===== src/rtl/key_press_gen.sv =====
// Push-button transmitter: drives an active-low key line with timed presses
// and gaps on request, reporting progress through a busy/done handshake.
module key_press_gen #(
  parameter int unsigned T10MS   = 500_000,
  parameter int unsigned T_SHORT = 5_000_000,
  parameter int unsigned T_LONG  = 100_000_000,
  parameter int unsigned T_GAP   = 5_000_000,
  parameter int unsigned CW      = 27
) (
  input  logic       CLOCK,
  input  logic       RESET,
  input  logic       iCall,
  input  logic       iLong,
  input  logic [3:0] iCount,
  output logic       KEY_OUT,
  output logic       oBusy,
  output logic       oDone
);

  typedef enum logic [1:0] {
    IDLE  = 2'd0,
    PRESS = 2'd1,
    GAP   = 2'd2,
    DONE  = 2'd3
  } state_t;

  localparam logic [CW-1:0] SHORT_LAST = CW'(T_SHORT - 1);
  localparam logic [CW-1:0] LONG_LAST  = CW'(T_LONG - 1);
  localparam logic [CW-1:0] GAP_LAST   = CW'(T_GAP - 1);

  // Widths below the debounce minimum are legal and still produce exact counts;
  // this label only makes such a configuration visible in the elaborated hierarchy.
  if (T_SHORT < 2 * T10MS || T_GAP < 2 * T10MS) begin : g_below_debounce_min
  end

  state_t        state;
  logic [CW-1:0] counter;
  logic [CW-1:0] hold_last;
  logic [3:0]    remaining;

  // The terminal press count is latched as hold-1 so PRESS compares without a subtractor.
  always_ff @(posedge CLOCK) begin
    if (!RESET) begin
      state     <= IDLE;
      counter   <= '0;
      hold_last <= '0;
      remaining <= '0;
      KEY_OUT   <= 1'b1;
      oBusy     <= 1'b0;
      oDone     <= 1'b0;
    end else begin
      case (state)
        IDLE: begin
          if (iCall) begin
            hold_last <= iLong ? LONG_LAST : SHORT_LAST;
            remaining <= (iCount == 4'd0) ? 4'd1 : iCount;
            counter   <= '0;
            KEY_OUT   <= 1'b0;
            oBusy     <= 1'b1;
            state     <= PRESS;
          end
        end

        PRESS: begin
          if (counter == hold_last) begin
            counter <= '0;
            KEY_OUT <= 1'b1;
            state   <= GAP;
          end else begin
            counter <= counter + 1'b1;
          end
        end

        GAP: begin
          if (counter == GAP_LAST) begin
            counter   <= '0;
            remaining <= remaining - 4'd1;
            if (remaining > 4'd1) begin
              KEY_OUT <= 1'b0;
              state   <= PRESS;
            end else begin
              oDone <= 1'b1;
              state <= DONE;
            end
          end else begin
            counter <= counter + 1'b1;
          end
        end

        DONE: begin
          oDone <= 1'b0;
          oBusy <= 1'b0;
          state <= IDLE;
        end

        default: begin
          state   <= IDLE;
          counter <= '0;
          KEY_OUT <= 1'b1;
          oBusy   <= 1'b0;
          oDone   <= 1'b0;
        end
      endcase
    end
  end

endmodule

===== config.mk =====
export PLATFORM = sky130hd
export DESIGN_NAME = key_press_gen
export DESIGN_NICKNAME = d
export VERILOG_FILES = /design/src/rtl/key_press_gen.sv
export SDC_FILE = /design/constraint.sdc
export NUM_CORES = 1
export LEC_CHECK = 0
export BUFFER_PORTS_ARGS = -buffer_cell sky130_fd_sc_hd__buf_4
export CORE_MARGIN = 10
export CORE_UTILIZATION = 25
export CTS_CLUSTER_SIZE = 30
export DETAILED_ROUTE_END_ITERATION = 16
export MAX_ROUTING_LAYER = met4
export PLACE_DENSITY = 0.47
export SYNTH_ARGS = -nofsm -noshare
export SYNTH_HDL_FRONTEND = slang
export SYNTH_SLANG_ARGS = --single-unit

===== constraint.sdc =====
create_clock -name CLOCK -period 5.15 [get_ports CLOCK]
set_clock_uncertainty 0.05 [all_clocks]
set_input_delay 0.2575 -clock CLOCK [delete_from_list [all_inputs] [get_ports CLOCK]]
set_output_delay 0.2575 -clock CLOCK [all_outputs]
set_load 0.005 [all_outputs]

==> summary.txt, run 1 <==
Run status
  • Outcome: completed

Power
  • Switching share of power: 43.72%
  • Clock group share of total power: about a fifth
  • Pint: 0.5999 mW
  • PD cells: 358.8 nW/um^2
  • Seq pwr share: approximately a third
  • Leakage: 0.9774 nW
  • Worst VDD drop: between 0.2 and 0.25 mV
  • Combinational power share: 45.6%
  • NetSw: 0.4660 mW

STA
  • Final Setup Violations: 0
  • Final hold violation count: 0
  • Setup TNS: 0 ns
  • RSZ-0062 raised after global routing: false
  • Pins Over Slew Limit: 0
  • Period utilisation layout: 67.68%
  • Slew Limit Headroom: 14.79%
  • Max Freq: 286.9 MHz
  • Least-Margin Pin Slew: 1.270 ns
  • Post-route minimum period: 3.486 ns

Logic synthesis
  • Syn_area_per_cell: 7.577 sq um
  • Synth Cell Area: 2698 sq um
  • Ys Warns: 0
  • Synth Instances: about 360
  • Async set or reset register ratio after synthesis: 0%
  • Post-synthesis net count: 371
  • Post-synth EDFFs: 0
  • Most used flip-flop cell after synthesis: dfxtp_1
  • Yosys cell types: 56
  • Sequential-to-total area share from yosys stat: between 20 and 30%
  • Seq cells post-synth: 39

Clocking
  • CTS tree: yes
  • Clk sinks: 39
  • Clock root buffer: clkbuf_8
  • Cts bufs inserted: 5
  • Postcts setup bufs: 0
  • Worst-path clk slew: 0.09 ns
  • PostCTS Resize Cnt: 0
  • CTS HTree Levels: 2
  • Worst-Skew Late Latency: 0.31 ns
  • Clk buf depth: 2
  • Hold-fix buffers, CTS: 0

Flow run
  • Max-cap viol count: 0

Route
  • Total number of vias: 2750
  • Detail-routed via count per cell: 5.601
  • Antenna-violating nets left: 0
  • Routed wire length: 8.535 mm
  • DRT iter0 DRCs: 213
  • DRT Pass-1 Iters: 4
  • Routed len/inst: 17.38 microns
  • # DRC: 0

Global route
  • Initial antenna violation count: 0
  • First-pass GRT wire length: around 14 mm
  • Total GRT Usage: 12.04%
  • GRT Residual Overflow: 0
  • Vias in the first global route: about 2600
  • Largest net degree at the start of global routing: 43

Setup path
  • Crit path to: counter[26]
  • Reg2reg start: counter[10]
  • Reg2Reg Depth: 7
  • Worst-path fanout max: 16
  • Startpoint Class: flop
  • Crit path kind: reg2reg
  • RR Endpoint: counter[26]
  • Req. time, crit path: 5.25 ns
  • Worst Path Arrival: 3.59 ns
  • Crit. End Element: flop
  • R2r setup slk: 1.66 ns
  • Crit. Startpoint: counter[10]

Floorplan
  • Die ar.: 15350 sq um
  • IO Count: 11
  • Chip width: 123.9 microns
  • # rows: 37
  • Initial Utilization: 25.90%
  • Chip height: 123.9 microns
  • Core ar.: approximately 10000 sq um

Placed design
  • Port buffer count: 10
  • Routability Congestion: 0.8859
  • Post-DP HPWL: 5.761 mm
  • Placed inst area: about 2900 sq um

Hold path
  • Hold Path Class: in2reg

Cells and area
  • Inserted Diodes: 0
  • Design Area, Final: 2970 sq um
  • Area added between synthesis and finish: 10.11%
  • Layout cells sized above 1: 11.27%
  • Filler Cell Count: 1143
  • Layout Nets: 369
[synth_stat cells, types with 3 or more instances]
master,instances,share of area [%]
clkbuf_1,17,2.4
nand3_1,20,3.7
o21ai_1,5,0.93
o41ai_1,5,1.6
and2_1,7,1.6
nand2b_1,4,0.93
and4_1,4,1.3
nand4_1,9,2.1
nor4_2,3,1.4
o22ai_1,15,3.5
nand2_1,46,6.4
mux2i_1,3,1.1
a31o_2,7,2.3
and3_1,14,3.2
nand4b_1,4,1.3
ha_1,7,3.2
a21oi_1,18,3.3
inv_1,9,1.3
dfxtp_1,39,29
nor4_1,8,1.9
a21boi_1,4,1.1
or3_1,6,1.4
a31oi_1,11,2.6
nor2b_1,3,0.70
o21ai_0,5,0.93
o31ai_1,4,1.1
or3b_2,3,0.97
buf_2,4,0.74
nor3_1,9,1.7
nor2_1,19,2.6
o311ai_1,5,1.6
o211ai_1,6,1.7
[layout by cell type (no fill, tap or decap), drive strengths merged, types with 8 or more instances in the layout]
cell type  count
a21oi         18
a31oi         11
and2           8
and3          14
buf           14
dfxtp         39
inv            9
nand2         46
nand3         20
nand4          9
nor2          19
nor3           9
nor4          11
o21ai         10
o22ai         15
[registers in the layout (all words and copies together) (netlist names)]
name / count
oBusy: 1
remaining: 4
counter: 27
state: 2
oDone: 1
hold_last: 3
KEY_OUT: 1
[cells by family (layout without fill, tap and decap cells)]
logic type	after synthesis	count (layout)	synth area share (%)
xor gates and xnor gates	2	2	0.6495
and+or+nand+nor	169	169	34.04
muxes	3	3	1.113
adders and majority gates	7	7	3.247
AOI/OAI and AO/OA	104	104	27.37
buffers and inverters	32	31	4.638
DFF	39	39	28.94
[routing by layer]
layer	global-route usage (%)	vias up	part of all wire, %
met1	16.07	1310	47
met4	4.440	0	1.8
met2	18.48	67	47
li1	-	1364	-
met3	1.131	9	4.2
met5	-	-	0
[worst max-delay path, stage by stage, from the launching register on]
cell,delay (ns)
dfxtp_1,0.40
nor4_1,0.48
nand4_1,0.17
a211oi_2,0.67
a21oi_1,0.15
buf_4,0.23
o21ai_1,0.99
o31ai_1,0.18
[power groups by stage]
stage	Combinational [mW]	Sequential (mW)	Clock (mW)
floorplan	0.364	0.361	0
global placement	0.480	0.367	0
detailed placement	0.488	0.368	0
CTS	0.487	0.361	0.227
global route	0.546	0.366	0.238
finish	0.486	0.361	0.218
[stage by stage]
step	setup WS (ns)	power [mW]	hold WS, ns	std cells	utilization [%]
finish	1.664	1.066	0.1865	491	28.52
global route	1.398	1.151	0.2069	491	28.52
CTS	1.650	1.075	0.1795	491	28.52
detailed placement	1.662	0.8558	0.4100	483	27.66
global placement	1.774	0.8470	0.4059	483	27.66
floorplan	2.846	0.7252	0.3522	356	-
[worst min-delay path by stage]
stage	startpoint	to	slack, ns	cells after the start
6_report	iCall	hold_last[22]	0.19	3
5_1_grt	iLong	hold_last[24]	0.21	3
4_1_cts	iLong	hold_last[24]	0.18	3
3_5_place_dp	remaining[3]	remaining[3]	0.41	2
3_3_place_gp	remaining[3]	remaining[3]	0.41	2
2_1_floorplan	iCall	hold_last[22]	0.35	2
[layout make-up]
| cell class | instances | area (sq um) | share of cell area, % |
|---|---|---|---|
| clock buffer | 5 | 68.82 | 2.317 |
| clock inverter | 3 | 20.02 | 0.6740 |
| inverter | 9 | 33.78 | 1.137 |
| multi-input combinational | 285 | 1792 | 60.32 |
| sequential | 39 | 780.7 | 26.28 |
| tap | 136 | 170.2 | 5.729 |
| timing repair buffer | 14 | 105.1 | 3.538 |
Power figures use the tool's default switching activity.
==> run 2, diff against run 1 <==
==> constraint.sdc (replaced) <==
create_clock -name CLOCK -period 3.35 [get_ports CLOCK]
set_clock_uncertainty 0.05 [all_clocks]
set_input_delay 0.1675 -clock CLOCK [delete_from_list [all_inputs] [get_ports CLOCK]]
set_output_delay 0.1675 -clock CLOCK [all_outputs]
set_load 0.005 [all_outputs]
==> summary.txt, run 2 (same netlist as run 1, synthesis figures left out) <==
Floorplan
  • # rows: 37
  • IO Count: 11
  • Core ar.: 10420 sq um
  • Die ar.: roughly 15000 sq um
  • Chip height: 123.9 microns
  • Initial Utilization: 25.90%
  • Chip width: 123.9 microns

Setup path
  • Slowest cell on crit path: nor2_1
  • Startpoint Class: flop
  • Worst Path Arrival: 2.85 ns
  • Worst-path fanout max: 15
  • Slowest stage delay, CP: 0.76 ns
  • Crit. End Element: flop
  • WP buf/inv: 1
  • Reg2Reg Depth: 8
  • Crit path kind: reg2reg
  • Worst path depth: 8
  • Req. time, crit path: around 3.5 ns
  • Cell chain of the critical path: ha_1 > and3_1 > nand2_1 > nor4_2 > nor2_1 > o21ai_1 > buf_4 > o41ai_1
  • Crit path max-delay family: simple AND/OR/NAND/NOR gates

Cells and area
  • Inserted Diodes: 0
  • Finished Core Util: 29.27%
  • Filler Cell Count: 1129
  • Layout cells sized above 1: 13.19%
  • Number of flip-flops in the largest register: 27
  • Commonest non-fill, non-tap cell in the layout: nand2_1
  • Reg area: 780.7 sq um
  • Area added between synthesis and finish: 13.03%
  • Multi-input gate area: 1792 sq um
  • Most flops, register: counter
  • Largest registers: counter: 27 flops, remaining: 4 flops, hold_last: 3 flops
  • Most frequent cells in the layout: nand2_1 (46), dfxtp_1 (39), buf_4 (23)
  • Layout Nets: 378

Clocking
  • Clk buf depth: 2
  • PostCTS Resize Cnt: 0
  • Cts bufs inserted: 5
  • Clock root buffer: clkbuf_8
  • CTS HTree Levels: 2
  • Clk sinks: 39
  • Hold-fix buffers, CTS: 0
  • Worst-Skew Late Latency: 0.29 ns
  • Worst-path clk slew: 0.08 ns
  • CTS tree: yes
  • Postcts setup bufs: 0

Placed design
  • Port buffer count: 10
  • Post-DP HPWL: 5.964 mm
  • Pre-CTS WS: 0.6910 ns
  • Routability Congestion: 0.8718

Flow run
  • Max-cap viol count: 0

Global route
  • Vias in the first global route: 2622
  • Largest net degree at the start of global routing: 43
  • First-pass GRT wire length: 14.18 mm
  • Total GRT Usage: 11.81%
  • Initial antenna violation count: 0
  • GRT Residual Overflow: 0

Route
  • DRT iter0 DRCs: 150
  • DRT Pass-1 Iters: 5
  • Met1 WL: 4.155 mm
  • Total number of vias: 2806
  • Antenna-violating nets left: 0
  • Metal2 WL: 3.931 mm
  • Routed len/inst: 17.14 microns
  • # DRC: 0
  • Met3 wire length: 355 microns
  • Routed wire length: about 8.6 mm
  • Highest metal used: met4
  • Detail-routed via count per cell: approximately 5.6

Power
  • Leakage: 1.033 nW
  • Final total power: 1.720 mW
  • Worst VDD drop: 0.3453 mV
  • PD cells: between 500 and 600 nW/um^2

STA
  • Setup TNS: 0 ns
  • RSZ-0062 raised after global routing: false
  • Final hold violation count: 0
  • Least-Margin Pin Slew: about 1 ns
  • Post-route minimum period: 2.702 ns
  • Max Freq: 370.1 MHz
  • Pins Over Slew Limit: 0
  • Slew Limit Headroom: 34.81%
  • Period utilisation layout: 80.65%
  • Final Setup Violations: 0
  • Final worst slack: between 0.6 and 0.7 ns

Run status
  • Outcome: completed

Hold path
  • Hold Path Class: in2reg
  • Worst hold path depth: 3
## run 2: path summary, 6_finish.rpt
check,from,endpoint,slack (ns)
setup / recovery,counter[0],counter[14],0.65
hold / removal,iCall,hold_last[22],0.11
setup reg to reg,counter[0],counter[14],0.65
hold reg to reg,remaining[1],remaining[1],0.42
## run 2: worst reg2reg max path: stages (launching register included)
cell     delay [ns]
dfxtp_1        0.37
ha_1           0.26
and3_1         0.23
nand2_1        0.15
nor4_2         0.10
nor2_1         0.76
o21ai_1        0.17
buf_4          0.23
o41ai_1        0.30
## run 2: power by group
| group | total (mW) | switching, mW | internal [mW] |
|---|---|---|---|
| Clock | 0.364 | 0.175 | 0.188 |
| Combinational | 0.801 | 0.497 | 0.304 |
| Sequential | 0.555 | 0.0448 | 0.511 |
## run 2: stage by stage
stage / cell area, sq um / std cells / hold WS, ns
5_1_grt: 3049 / 500 / 0.1267
2_1_floorplan: 2698 / 356 / 0.2622
4_1_cts: 3049 / 500 / 0.09936
6_report: 3049 / 500 / 0.1082
3_5_place_dp: 2949 / 492 / 0.4026
3_3_place_gp: 2949 / 492 / 0.4000
## run 2: metal layers
layer / up-vias / GRT usage (%)
met1: 1346 / 15.98
met5: - / -
li1: 1378 / -
met2: 74 / 17.91
met4: 0 / 3.785
met3: 8 / 1.357
## run 2: cell type report
class	instances	area share, %
Timing Repair Buffer	23	5.663
Tap cell	136	5.581
Multi-Input combinational cell	285	58.76
Clock buffer	8	3.283
Sequential cell	39	25.61
Inverter	9	1.108
==> run 3, diff against run 2 <==
--- a/config.mk
+++ b/config.mk
@@ -11,7 +11,7 @@
 export CTS_CLUSTER_SIZE = 30
 export DETAILED_ROUTE_END_ITERATION = 16
 export MAX_ROUTING_LAYER = met4
-export PLACE_DENSITY = 0.47
+export PLACE_DENSITY = 0.48
 export SYNTH_ARGS = -nofsm -noshare
 export SYNTH_HDL_FRONTEND = slang
 export SYNTH_SLANG_ARGS = --single-unit
==> constraint.sdc (replaced) <==
create_clock -name CLOCK -period 2.18 [get_ports CLOCK]
set_clock_uncertainty 0.05 [all_clocks]
set_input_delay 0.109 -clock CLOCK [delete_from_list [all_inputs] [get_ports CLOCK]]
set_output_delay 0.109 -clock CLOCK [all_outputs]
set_load 0.005 [all_outputs]
==> summary.txt, run 3 (same netlist as run 1, synthesis figures left out) <==
Run status
  • Outcome: completed

Route
  • Routed wire length: between 9 and 10 mm
  • DRT iter0 DRCs: 213
  • Detail-routed via count per cell: 5.471
  • Routed len/inst: 17.34 microns
  • # DRC: 0
  • DRT Pass-1 Iters: 4
  • Antenna-violating nets left: 0
  • Total number of vias: 3020

Cells and area
  • Inserted Diodes: 0
  • Filler Cell Count: 1091
  • Commonest non-fill, non-tap cell in the layout: buf_4
  • Most frequent cells in the layout: buf_4 (68), nand2_1 (44), dfxtp_1 (29)
  • Most flops, register: counter
  • Number of flip-flops in the largest register: 27
  • Largest registers: counter: 27 flops, remaining: 4 flops, hold_last: 3 flops
  • Layout cells sized above 1: between 30% and 40%
  • Layout Nets: 430
  • Area added between synthesis and finish: 37.71%

Hold path
  • Hold_sp: iCall
  • Hold Path Class: in2reg
  • WHS Endpoint: hold_last[22]
  • Worst hold path depth: 3

Clocking
  • CTS tree: yes
  • Clock root buffer: clkbuf_8
  • CTS HTree Levels: 2
  • Worst-Skew Late Latency: around 0.3 ns
  • Clk buf depth: 2
  • Hold-fix buffers, CTS: 0
  • Clk sinks: 39
  • Worst-path clk slew: 0.09 ns
  • Cts bufs inserted: 5

Floorplan
  • Initial Utilization: 25.90%
  • Core ar.: around 10000 sq um
  • # rows: 37
  • Chip width: 123.9 microns
  • IO Count: 11
  • Die ar.: roughly 15000 sq um
  • Chip height: about 120 microns

Setup path
  • R2r setup slk: between 0.05 and 0.06 ns
  • Reg2reg start: counter[17]
  • Startpoint Class: flop
  • WP buf/inv: 2
  • Worst Path Arrival: 2.25 ns
  • Req. time, crit path: 2.30 ns
  • Reg2Reg Depth: 8
  • Crit path max-delay family: compound AO/OA/AOI/OAI gates
  • Slowest stage delay, CP: roughly 0.42 ns
  • Worst path depth: 8
  • Worst-path fanout max: 14
  • Cell chain of the critical path: nor4_2 > buf_4 > nand3_4 > o41a_1 > buf_6 > and3_1 > o311ai_2 > o41ai_1
  • RR Endpoint: counter[7]
  • Slowest cell on crit path: o41a_1
  • Crit. End Element: flop
  • Crit path kind: reg2reg

STA
  • Final worst slack: 0.05212 ns
  • Period utilisation layout: slightly below 100%
  • Pins Over Slew Limit: 0
  • Max Freq: ~470 MHz
  • Final hold violation count: 0
  • Worst hold slack: roughly 0.04 ns
  • RSZ-0062 raised after global routing: true
  • Setup TNS: 0 ns
  • Least-Margin Pin Slew: about 0.69 ns
  • Slew Limit Headroom: 53.94%
  • Final Setup Violations: 0
  • Post-route minimum period: 2.128 ns

Power
  • Leakage: 1.356 nW
  • Worst VDD drop: between 0.5 and 0.6 mV
  • PD cells: approximately 830 nW/um^2

Global route
  • First-pass GRT wire length: 15.30 mm
  • Total GRT Usage: 12.74%
  • Vias in the first global route: 2879
  • Largest net degree at the start of global routing: 25
  • Initial antenna violation count: 0
  • GRT Residual Overflow: 0

Placed design
  • Pre-CTS WS: -0.2215 ns
  • Port buffer count: 10
  • Routability Congestion: 0.8886
  • Post-DP HPWL: 6.792 mm

Flow run
  • Max-cap viol count: 0
run 3: cell types whose count changed in the layout (fill, tap and decap cells not counted), sizes merged:
cell | before | now
clkbuf | 8 | 5
buf | 23 | 75
clkinv | 0 | 2
bufinv | 0 | 1
run 3: worst max-delay path by stage:
| stage | endpoint | start | slack [ns] |
|---|---|---|---|
| 3_3_place_gp | counter[26] | counter[0] | -0.24 |
| 4_1_cts | counter[14] | counter[25] | -0.01 |
| 3_5_place_dp | counter[26] | counter[0] | -0.22 |
| 2_1_floorplan | remaining[1] | counter[8] | -0.01 |
| 5_1_grt | state[1] | counter[20] | -0.08 |
| 6_report | counter[7] | counter[17] | 0.05 |
run 3: per-layer routing:
metal | global-route usage (%) | up-vias | share of wire, %
met3 | 2.081 | 12 | 6.0
met1 | 16.65 | 1448 | 46
met2 | 19.50 | 80 | 46
li1 | - | 1480 | -
met4 | 4.367 | 0 | 2.0
met5 | - | - | 0
run 3: cell type report:
class	instances	area [sq um]	area share (%)
sequential	39	793.3	21.35
inverter	9	33.78	0.9094
tap	136	170.2	4.581
clock buffer	5	68.82	1.852
timing repair buffer	75	598.1	16.10
clock inverter	3	43.79	1.179
multi-input combinational	285	2007	54.02
run 3: timing repair:
action / in CTS / in global routing
pin swaps: 6 / 13
setup buffers: 0 / 4
gates resized for setup: 12 / 39
endpoints found under the setup margin: 20 / 27
cloned: 0 / 1
run 3: report_power, final:
group / total (mW) / internal, mW / switching (mW)
registers: 0.853 / 0.785 / 0.0677
logic: 1.57 / 0.688 / 0.886
clock network: 0.646 / 0.342 / 0.304
run 3: worst reg2reg max path, cell delays in order (launching register included):
cell and delay, ns:
dfxtp_2 0.33, nor4_2 0.27, buf_4 0.18, nand3_4 0.07
o41a_1 0.43, buf_6 0.17, and3_1 0.18, o311ai_2 0.21
o41ai_1 0.11
run 3: through the flow:
| stage | instance area, sq um | power (mW) | utilization, % | cells |
|---|---|---|---|---|
| floorplan | 2721 | 1.730 | - | 356 |
| global placement | 3337 | 2.230 | 32.04 | 539 |
| detailed placement | 3337 | 2.251 | 32.04 | 539 |
| CTS | 3511 | 2.933 | 33.71 | 547 |
| global route | 3715 | 3.278 | 35.66 | 552 |
| finish | 3715 | 3.072 | 35.66 | 552 |
